$ cat config.mk
export PLATFORM = sky130hd
export DESIGN_NAME = shared_reg_arbiter
export DESIGN_NICKNAME = d
export VERILOG_FILES = /design/src/rtl/shared_reg_arbiter_pkg.sv /design/src/rtl/shared_reg_arbiter_rr_pick.sv /design/src/rtl/shared_reg_arbiter.sv
export SDC_FILE = /design/constraint.sdc
export NUM_CORES = 1
export LEC_CHECK = 0
export BUFFER_PORTS_ARGS = -buffer_cell sky130_fd_sc_hd__buf_2
export CAP_MARGIN = 20
export CORE_AREA = 8 8 59 61
export DETAILED_ROUTE_END_ITERATION = 12
export DIE_AREA = 0 0 67 69
export GPL_TIMING_DRIVEN = 0
export PLACE_DENSITY_LB_ADDON = 0.2
export SLEW_MARGIN = 40
export SYNTH_ARGS = -nofsm -noshare
export SYNTH_HDL_FRONTEND = slang
export SYNTH_SLANG_ARGS = --single-unit
export TNS_END_PERCENT = 5
$ cat constraint.sdc
create_clock -name clk -period 4.5 [get_ports clk]
set_input_delay 0.45 -clock clk [delete_from_list [all_inputs] [get_ports clk]]
set_output_delay 0.45 -clock clk [all_outputs]
set_load 0.02 [all_outputs]
$ cat src/rtl/shared_reg_arbiter_pkg.sv
// Shared definitions for the shared-register arbiter.
//   - state_e : arbiter state encoding (StIdle / StGrant)
//   - default parameter values and width helpers used by the top level
package shared_reg_arbiter_pkg;

    typedef enum logic {
        StIdle  = 1'b0,
        StGrant = 1'b1
    } state_e;

    localparam int unsigned DEF_N_REQ    = 4;
    localparam int unsigned DEF_WIDTH    = 8;
    localparam int unsigned DEF_MAX_HOLD = 4;

    // Width of an index into n requesters.
    function automatic int unsigned owner_width(input int unsigned n);
        return (n <= 1) ? 1 : $clog2(n);
    endfunction

    // Width of a counter that must reach max_hold inclusive.
    function automatic int unsigned hold_width(input int unsigned max_hold);
        return $clog2(max_hold + 1);
    endfunction

endpackage

$ cat src/rtl/shared_reg_arbiter_rr_pick.sv
// Combinational round-robin picker.
//   req   : request vector
//   ptr   : highest-priority index for this pick
//   found : at least one request is set
//   idx   : first set request scanning ptr, ptr+1, ... with wrap-around
module shared_reg_arbiter_rr_pick #(
    parameter int unsigned N_REQ = 4,
    parameter int unsigned IDX_W = 2
) (
    input  logic [N_REQ-1:0] req,
    input  logic [IDX_W-1:0] ptr,
    output logic             found,
    output logic [IDX_W-1:0] idx
);

    int unsigned cand;

    always_comb begin
        found = 1'b0;
        idx   = '0;
        cand  = 0;
        for (int unsigned k = 0; k < N_REQ; k++) begin
            cand = (int'(ptr) + k) % N_REQ;
            if (!found && req[cand]) begin
                found = 1'b1;
                idx   = IDX_W'(cand);
            end
        end
    end

endmodule

$ cat src/rtl/shared_reg_arbiter.sv
// Round-robin arbiter that lets N_REQ requesters take turns loading one shared
// WIDTH-bit register. Each ownership is capped at MAX_HOLD loads.
//   clk     : rising-edge clock
//   reset   : synchronous active-high reset
//   req     : per-requester request, held while the requester wants to write
//   din     : flattened data, slice i = din[i*WIDTH +: WIDTH]
//   grant   : registered one-hot grant (or zero)
//   owner   : registered index of the current / last owner
//   busy    : high while a grant is held
//   q       : shared register contents
//   q_valid : one-cycle pulse after each edge that loaded q
module shared_reg_arbiter
    import shared_reg_arbiter_pkg::*;
#(
    parameter int unsigned N_REQ    = DEF_N_REQ,
    parameter int unsigned WIDTH    = DEF_WIDTH,
    parameter int unsigned MAX_HOLD = DEF_MAX_HOLD
) (
    input  logic                       clk,
    input  logic                       reset,
    input  logic [N_REQ-1:0]           req,
    input  logic [N_REQ*WIDTH-1:0]     din,
    output logic [N_REQ-1:0]           grant,
    output logic [$clog2(N_REQ)-1:0]   owner,
    output logic                       busy,
    output logic [WIDTH-1:0]           q,
    output logic                       q_valid
);

    localparam int unsigned OWNER_W = owner_width(N_REQ);
    localparam int unsigned HOLD_W  = hold_width(MAX_HOLD);

    state_e               state_q, state_d;
    logic [N_REQ-1:0]     grant_q, grant_d;
    logic [OWNER_W-1:0]   owner_q, owner_d;
    logic [OWNER_W-1:0]   ptr_q, ptr_d;
    logic [HOLD_W-1:0]    hold_cnt_q, hold_cnt_d;
    logic [WIDTH-1:0]     q_q, q_d;
    logic                 q_valid_q, q_valid_d;

    logic [OWNER_W-1:0]   next_ptr;
    logic [OWNER_W-1:0]   pick_ptr;
    logic                 pick_found;
    logic [OWNER_W-1:0]   pick_idx;
    logic                 load;
    logic [HOLD_W-1:0]    hold_inc;
    logic                 rearb;

    // Pointer for re-arbitration: the requester after the current owner.
    assign next_ptr = (owner_q == OWNER_W'(N_REQ - 1)) ? '0 : owner_q + OWNER_W'(1);

    // In GRANT the pick only matters on re-arbitration, which uses the new ptr
    // on the same edge; in IDLE the stored ptr applies.
    assign pick_ptr = (state_q == StGrant) ? next_ptr : ptr_q;

    shared_reg_arbiter_rr_pick #(
        .N_REQ (N_REQ),
        .IDX_W (OWNER_W)
    ) u_rr_pick (
        .req   (req),
        .ptr   (pick_ptr),
        .found (pick_found),
        .idx   (pick_idx)
    );

    assign load     = (state_q == StGrant) && req[owner_q];
    assign hold_inc = hold_cnt_q + HOLD_W'(1);
    assign rearb    = (state_q == StGrant) && (!load || (hold_inc == HOLD_W'(MAX_HOLD)));

    always_comb begin
        state_d    = state_q;
        grant_d    = grant_q;
        owner_d    = owner_q;
        ptr_d      = ptr_q;
        hold_cnt_d = hold_cnt_q;
        q_d        = q_q;
        q_valid_d  = 1'b0;

        unique case (state_q)
            StIdle: begin
                if (pick_found) begin
                    state_d           = StGrant;
                    grant_d           = '0;
                    grant_d[pick_idx] = 1'b1;
                    owner_d           = pick_idx;
                    hold_cnt_d        = '0;
                end
            end
            StGrant: begin
                if (load) begin
                    q_d        = din[int'(owner_q) * WIDTH +: WIDTH];
                    q_valid_d  = 1'b1;
                    hold_cnt_d = hold_inc;
                end
                if (rearb) begin
                    ptr_d = next_ptr;
                    if (pick_found) begin
                        // Gapless handoff, possibly back to the same owner.
                        grant_d           = '0;
                        grant_d[pick_idx] = 1'b1;
                        owner_d           = pick_idx;
                        hold_cnt_d        = '0;
                    end else begin
                        state_d = StIdle;
                        grant_d = '0;
                    end
                end
            end
            default: state_d = StIdle;
        endcase
    end

    always_ff @(posedge clk) begin
        if (reset) begin
            state_q    <= StIdle;
            grant_q    <= '0;
            owner_q    <= '0;
            ptr_q      <= '0;
            hold_cnt_q <= '0;
            q_q        <= '0;
            q_valid_q  <= 1'b0;
        end else begin
            state_q    <= state_d;
            grant_q    <= grant_d;
            owner_q    <= owner_d;
            ptr_q      <= ptr_d;
            hold_cnt_q <= hold_cnt_d;
            q_q        <= q_d;
            q_valid_q  <= q_valid_d;
        end
    end

    assign grant   = grant_q;
    assign owner   = owner_q;
    assign busy    = (state_q == StGrant);
    assign q       = q_q;
    assign q_valid = q_valid_q;

endmodule

==> results of run 1 <==
[metrics by stage]
stage	area [um2]	hold WS [ns]
3_3_place_gp	1486	0.4386
6_report	1521	0.4608
4_1_cts	1513	0.4603
5_1_grt	1521	0.4820
2_1_floorplan	1182	0.4647
3_5_place_dp	1486	0.4441
[routing by layer]
metal,vias to the layer above,track usage (%)
met5,-,0
met4,0,3.023
met3,4,4.039
met2,47,24.36
met1,550,15.10
li1,565,-
[Yosys cell counts, drive strengths merged (2+ instances only)]
library cell / n
a22oi: 2
a32o: 2
a21oi: 10
nand2: 21
buf: 3
inv: 4
nand3b: 3
and2: 3
nand2b: 4
or2: 2
nor2: 10
ha: 3
mux4: 9
nor2b: 3
dfxtp: 21
o32ai: 2
mux2i: 3
clkbuf: 4
[report_power, final]
part           total (mW)  leakage [nW]  internal, mW  switching, mW
registers           0.213         0.172         0.203         0.0100
logic               0.161         0.492        0.0751         0.0864
clock network      0.0918        0.0150        0.0346         0.0573
total               0.466         0.679         0.312          0.154
[logic make-up (layout without fill, tap and decap cells)]
kind of cell / count (synthesis) / after routing / synth area share [%]
compound gates: 25 / 25 / 15.45
fa+ha+maj: 3 / 3 / 3.175
buf+inv: 11 / 68 / 4.021
flops: 21 / 21 / 35.56
mux: 12 / 12 / 20.00
simple gates: 50 / 50 / 21.80
[sequential cells by signal, summed over array words and instances (netlist names)]
name and count:
grant 4, busy 1, q 8, q_valid 1, ptr_q 2, owner 2
hold_cnt_q 3
[worst paths after layout]
path                      endpoint  cells past startpoint                   from
min              q[3]$_SDFFE_PP0P_                      2      q[3]$_SDFFE_PP0P_
min reg2reg      q[3]$_SDFFE_PP0P_                      2      q[3]$_SDFFE_PP0P_
max          grant[2]$_SDFFE_PP0P_                      5  owner[0]$_SDFFE_PP0P_
max reg2reg  grant[2]$_SDFFE_PP0P_                      5  owner[0]$_SDFFE_PP0P_
[critical path, stage by stage (launching register included)]
cell,delay (ns)
sky130_fd_sc_hd__dfxtp_1,0.46
sky130_fd_sc_hd__ha_1,0.29
sky130_fd_sc_hd__mux2i_2,0.33
sky130_fd_sc_hd__a211oi_1,0.10
sky130_fd_sc_hd__or4_4,0.54
sky130_fd_sc_hd__o41ai_2,0.31
[area by class of cell]
| type | instances | share of cell area (%) |
|---|---|---|
| Sequential cell | 21 | 27.63 |
| Multi-Input combinational cell | 90 | 47.53 |
| Buffer | 7 | 2.138 |
| Inverter | 4 | 0.9868 |
| Tap cell | 31 | 2.549 |
| Timing Repair Buffer | 53 | 17.43 |
| Clock buffer | 4 | 1.727 |
==> results.md, run 1 <==
- The run finished with clean final reports.
- The top-level I/O count is 54.
- The first-pass GRT wire length is 5257 um.
- The maximum fanout along the worst path is 6.
- The multi-input combinational cells in the finished layout cover a total of 723.2 um2.
- The wire length per cell is approximately 15 um.
- For this run, the share of the core covered by cells in the final layout is about three fifths.
- After synthesis, the cell types taking the most area are sky130_fd_sc_hd__dfxtp_1 36%, sky130_fd_sc_hd__mux4_2 17%, sky130_fd_sc_hd__nand2_1 6.7%.
- The initialized floorplan defines 19 standard-cell rows.
- The sum of overflow across all layers after global routing is 0.
- The final clock skew is 0.002650 ns.
- The area fraction of the dominant cell type after synthesis is a little over a third.
- The number of clock sinks is 21.
- The count of vias placed by the detailed router is 1166.
- The first-pass detailed-route iteration total is 6.
- The via count of the first global-routing pass is 1178.
- The clock slew at the register clock pins of the worst setup and hold paths is around 0.12 ns.
- At the end of routability-driven placement, the weighted congestion stood at between 0.7 and 0.8.
- The number of inserted filler cells in the final layout is 248.
- Data on the critical path is required at its endpoint by 4.72 ns.
- The largest net degree at the start of global routing is 12.
- The post-route netlist has approximately 41% of its cells at a drive strength greater than 1.
- The class of the most critical hold timing path is flip-flop to flip-flop.
- The overall power consumption is ~0.47 mW.
- The global-route usage over all layers is between 10 and 15%.
- The worst setup path is launched from a flip-flop.
- The number of nets handed over by synthesis was approximately 160.
- Setup repair after global routing left no endpoint under its margin.
- The initial antenna violation count is 0.
- The most used flip-flop cell after synthesis is sky130_fd_sc_hd__dfxtp_1.
- In this run the cell area of the synthesized design comes to 0.001182 mm2.
- After floorplanning, the core was sized to cover between 0.002 and 0.003 mm2.
- The clock reaches the later pin of the worst-skew pair after around 0.30 ns.
- For the final routed database, the setup TNS stands at 0 ns.
- The final period utilization is between 40 and 50%.
- The arrival time of the worst setup path is 2.34 ns.
- The commonest non-fill, non-tap cell in the layout is sky130_fd_sc_hd__buf_2.
- The instance count of the mapped netlist is 122.
- Setup violations remaining at the end of the flow were counted as 0.
- The category of the critical setup timing path is flip-flop to flip-flop.
- Measured along the y axis, the die boundary spans between 60 and 70 um.
- The worst slew margin relative to its limit is around 66%.
- Summed over all layers, the routed wires come to about 3200 um.
- In this run the number of H-tree levels came out at 1.
- The worst register-to-register path has a setup slack of around 2.4 ns.
- The master cell of the clock root buffer is sky130_fd_sc_hd__clkbuf_4.
- Wire segments on met3 add up to around 380 um in the final route.
- The clock tree from TritonCTS is done.
- OpenSTA, run right after detailed placement, puts the worst setup slack at roughly 2.4 ns.
- Post-CTS timing repair inserted 0 buffers for setup.
- After synthesis, the mean cell area works out to around 9.7 um2.
- The number of enable-type register cells in the synthesized netlist is 0.
- Input and output buffers added on the ports amount to 53.
- The initial core utilization is between 40% and 50%.
- The footprint of the flip-flops and latches is around 420 um2.
- Including well taps, the total number of placed cells is just over 200.
- The async set-or-reset flop fraction in the synthesized netlist is 0%.
- In the layout the commonest cells are 55 x sky130_fd_sc_hd__buf_2, 21 x sky130_fd_sc_hd__nand2_1, 21 x sky130_fd_sc_hd__dfxtp_1, 10 x sky130_fd_sc_hd__a21oi_1, 10 x sky130_fd_sc_hd__nor2_1.
- The buffer levels on the longest clock path is 2.
- The uppermost layer routed is met4.
- For this block, wires on met1 add up to 1248 um.
- Based on the critical path, the design can be clocked at up to between 0.4 and 0.5 GHz.
- The number of warnings issued by yosys is 0.
- The number of max-cap violations is 0.
- After the first detailed-routing iteration, the DRC count stood at 55.
- After layout, the worst setup slack is approximately 2.4 ns.
- Relative to the synthesized area, the layout overhead comes to 28.68%.
- The non-filler instance count after layout is 210.
- The number of hold violations in the final report was 0.
- The final count of pins violating max slew is 0.
- In this run the static leakage power is roughly 0.68 nW.
- Detailed placement ended at an HPWL of around 2600 um.
- The critical path capture point type is a flip-flop.
- The routed design could run at a clock period as short as 2.118 ns.
- The number of clock buffers added by TritonCTS is 3.
- The total of flip-flops plus latches after synthesis is 21.
- After clock tree synthesis, the repair step resized 0 gates.
- Across the VDD grid, the largest voltage drop is 0.2096 mV.
- In the routed design, unresolved DRC markers number 0.
- The final layout net count is approximately 220.
- The number of buffers added to fix hold violations after cts is 0.
- The floorplan step defined a die boundary enclosing ~0.0046 mm2.
- The remaining antenna violation count is 0.
- Of all cell types, the one taking the most synthesized area is sky130_fd_sc_hd__dfxtp_1.
- The met2 wire length is roughly 1600 um.
- The antenna diode instance count is 0.
- The number of different library cells used by synthesis comes to 35.
- The transition time at the pin with the least slew margin is approximately 0.51 ns.
- The die is approximately 67 um wide.
- The power per cell area is just over 300 mW/mm2.
- The routed via count divided by cell count is 5.552.
- Summing the sequential cell areas from Yosys gives ~36% of the chip area.
No activity file was read; power rests on OpenSTA's default activity.
==> run 2: changes to the inputs <==
--- a/config.mk
+++ b/config.mk
@@ -7,9 +7,9 @@
 export LEC_CHECK = 0
 export BUFFER_PORTS_ARGS = -buffer_cell sky130_fd_sc_hd__buf_2
 export CAP_MARGIN = 20
-export CORE_AREA = 8 8 59 61
+export CORE_AREA = 8 8 63 65
 export DETAILED_ROUTE_END_ITERATION = 12
-export DIE_AREA = 0 0 67 69
+export DIE_AREA = 0 0 71 73
 export GPL_TIMING_DRIVEN = 0
 export PLACE_DENSITY_LB_ADDON = 0.2
 export SLEW_MARGIN = 40
==> constraint.sdc (replaced) <==
create_clock -name clk -period 1.9 [get_ports clk]
set_input_delay 0.19 -clock clk [delete_from_list [all_inputs] [get_ports clk]]
set_output_delay 0.19 -clock clk [all_outputs]
set_load 0.02 [all_outputs]
==> run 2 against run 1 <==
  * Worst hold slack worse by 0.27 ns
  * Final area up 3.5%
  * Largest cell class unchanged
  * Largest power group unchanged
  * Critical path depth is the same
  * Final cell count increased by 1.4%
  * Die area up 12%
==> results.md, run 2 (synthesis results as in run 1) <==
- The routed via count divided by cell count is roughly 5.3.
- The clock slew at the register clock pins of the worst setup and hold paths is ~0.12 ns.
- For this run, design rule violations remaining after detail routing come to 0.
- The register with the most flip-flops in the layout has 8 of them.
- The tree is rooted in a sky130_fd_sc_hd__clkbuf_4.
- The ratio of cells with drive above 1 in the final layout is 46.67%.
- Once the floorplan was initialized, standard cells occupied about two fifths of the core.
- The final RePlAce weighted congestion is 0.7464.
- The floorplan step set the die width to 71 um.
- The non-filler instance count after layout is 213.
- Cells fill 53.35% of the core in the end.
- The clock tree from TritonCTS is done.
- The detailed placer's ending HPWL is between 2000 and 3000 um.
- The global-route usage over all layers is between 10 and 15%.
- The cell count after placement is between 200 and 250.
- The die covers approximately 0.0052 mm2.
- The buffer levels on the longest clock path is 2.
- The initial antenna violation count is 0.
- The top-level I/O count is between 50 and 60.
- The startpoint of the worst-slack reg-to-reg timing path is owner[0]$_SDFFE_PP0P_.
- The smallest clock period supported by the final layout is computed as about 1.9 ns.
- The peak supply drop is between 0.3 and 0.4 mV.
- The worst reg2reg path endpoint is grant[1]$_SDFFE_PP0P_.
- Port buffering added 53 buffers.
- The critical path startpoint category is a flip-flop.
- The initialized floorplan defines 20 standard-cell rows.
- The height of the chip is ~73 um.
- The via count of the first global-routing pass came to 1172.
- The layout overhead on the synthesized area is 33.23%.
- Global routing finished with a remaining overflow of 0.
- The number of CTS-inserted buffers is 3.
- The first-pass detailed-route iteration total is 5.
- The path with the worst hold slack has its endpoint at owner[0]$_SDFFE_PP0P_.
- The worst setup path startpoint is owner[0]$_SDFFE_PP0P_.
- The critical hold path startpoint is reset.
- The run finished with clean final reports.
- The maximum frequency from static timing analysis is between 0.5 and 0.6 GHz.
- The largest net degree at the start of global routing is 13.
- The clock reaches the later pin of the worst-skew pair after 0.31 ns.
- The final route contains 1133 vias.
- The transition time at the pin with the least slew margin is just under 0.8 ns.
- The category of the critical setup timing path is flip-flop to flip-flop.
- Along the worst path, the maximum fanout reaches 6.
- The final period utilization is 97.52%.
- The area inside the core boundary is between 0.002 and 0.003 mm2.
- Leaving out fill and tap cells, the most frequent cell in the layout is sky130_fd_sc_hd__buf_2.
- The number of inserted filler cells in the final layout is around 280.
- The finished cells cover 0.001575 mm2.
- In the layout the commonest cells are 54 x sky130_fd_sc_hd__buf_2, 21 x sky130_fd_sc_hd__nand2_1, 18 x sky130_fd_sc_hd__dfxtp_1, 10 x sky130_fd_sc_hd__a21oi_1, 10 x sky130_fd_sc_hd__nor2_1.
- The wire length per cell is between 15 and 20 um.
- For this design, the CTS-stage hold fixing added 0 buffers.
- The repair_antennas step left the layout with diodes totalling 0.
- For the worst setup path, the data required time is about 2.1 ns.
- CTS built an H-tree with a depth of 1.
- The worst setup path is captured at a flip-flop.
- Setup violations remaining at the end of the flow were counted as 0.
- For this run, the post-layout net count is around 220.
- For this design the static power due to leakage is 0.6973 nW.
- The sum of routed wire length over all layers is 3271 um.
- The number of max-cap violations is 0.
- For this design the ratio of total power to cell area is slightly above 700 mW/mm2.
- The worst hold path passes through 3 cells.
- The number of hold violations in the final report is 0.
- For the worst setup path, the data arrival time is around 2.1 ns.
- Setup repair after global routing could not meet its margin everywhere.
- The class of the most critical hold timing path is input port to flip-flop.
- The first routing iteration left 51 violations.
- The first global-routing pass estimated ~5400 um of wire.
- Once placement finished, the instance area stood at 0.001495 mm2.
- Clock skew on the completed layout was measured at around 0.0013 ns.
- The final count of pins violating max slew was 0.
- Clock tree synthesis found a total of 21 sinks.
- The detail route stage leaves a number of antenna-violating nets equal to 0.
- The register-to-register path setup slack is roughly 0.047 ns.
- The worst slew margin relative to its limit is 47.53%.
- The number of cells on the worst reg-to-reg path is 5.
run 2: power by group:
group          total [mW]  internal (mW)  switching, mW
Clock               0.220         0.0786          0.142
Sequential          0.511          0.481         0.0305
Combinational       0.404          0.198          0.206
run 2: worst max-delay path by stage:
stage	endpoint	slack, ns	cells after the start
floorplan	grant[2]$_SDFFE_PP0P_	0.01	5
global placement	grant[2]$_SDFFE_PP0P_	-0.05	5
detailed placement	grant[2]$_SDFFE_PP0P_	-0.05	5
CTS	grant[1]$_SDFFE_PP0P_	-0.006	5
global route	grant[2]$_SDFFE_PP0P_	-0.003	4
finish	grant[1]$_SDFFE_PP0P_	0.05	5
run 2: cell type report:
| cell class | count | area [um2] | area share [%] |
|---|---|---|---|
| multi-input cells | 90 | 749.5 | 47.58 |
| flip-flops and latches | 21 | 429.2 | 27.24 |
| repair buffers | 55 | 280.3 | 17.79 |
| well taps | 33 | 41.29 | 2.621 |
| plain buffers | 6 | 32.53 | 2.065 |
| clock buffers | 3 | 22.52 | 1.430 |
| inverters | 4 | 15.01 | 0.9531 |
| clock inverters | 1 | 5.005 | 0.3177 |
run 2: what timing repair did:
| item | 4_1_cts | 5_1_grt |
|---|---|---|
| resized for setup | 4 | 6 |
| endpoints found under the setup margin | 4 | 4 |
| pin swaps | 3 | 3 |
| setup buffers | 2 | 0 |
run 2: routing by layer:
metal  wire, um  part of all wire (%)  up-vias  global-route usage, %
li1           -                     -      565                      -
met1       1412                    43      529                  13.92
met2       1567                    48       35                  22.25
met3        265                   8.1        4                  4.945
met4         25                  0.76        0                  4.157
met5          0                     0        -                      0
run 2: critical path, stage by stage, from the launching register on:
cell,delay [ns]
sky130_fd_sc_hd__dfxtp_4,0.38
sky130_fd_sc_hd__ha_4,0.28
sky130_fd_sc_hd__mux2i_4,0.08
sky130_fd_sc_hd__and4_4,0.17
sky130_fd_sc_hd__or4_4,0.58
sky130_fd_sc_hd__a32o_1,0.27
run 2: metrics by stage:
stage                     setup TNS, ns  hold slack (ns)  total power [mW]  worst slack, ns
after floorplan                       0           0.3383            0.7750          0.01365
after global placement         -0.06657           0.4438            0.8894         -0.04911
after detailed placement       -0.07762           0.4495            0.8991         -0.04626
after CTS                     -0.005797           0.1878             1.137        -0.005797
after global routing          -0.003268           0.1996             1.206        -0.003268
final                                 0           0.1906             1.136          0.04711
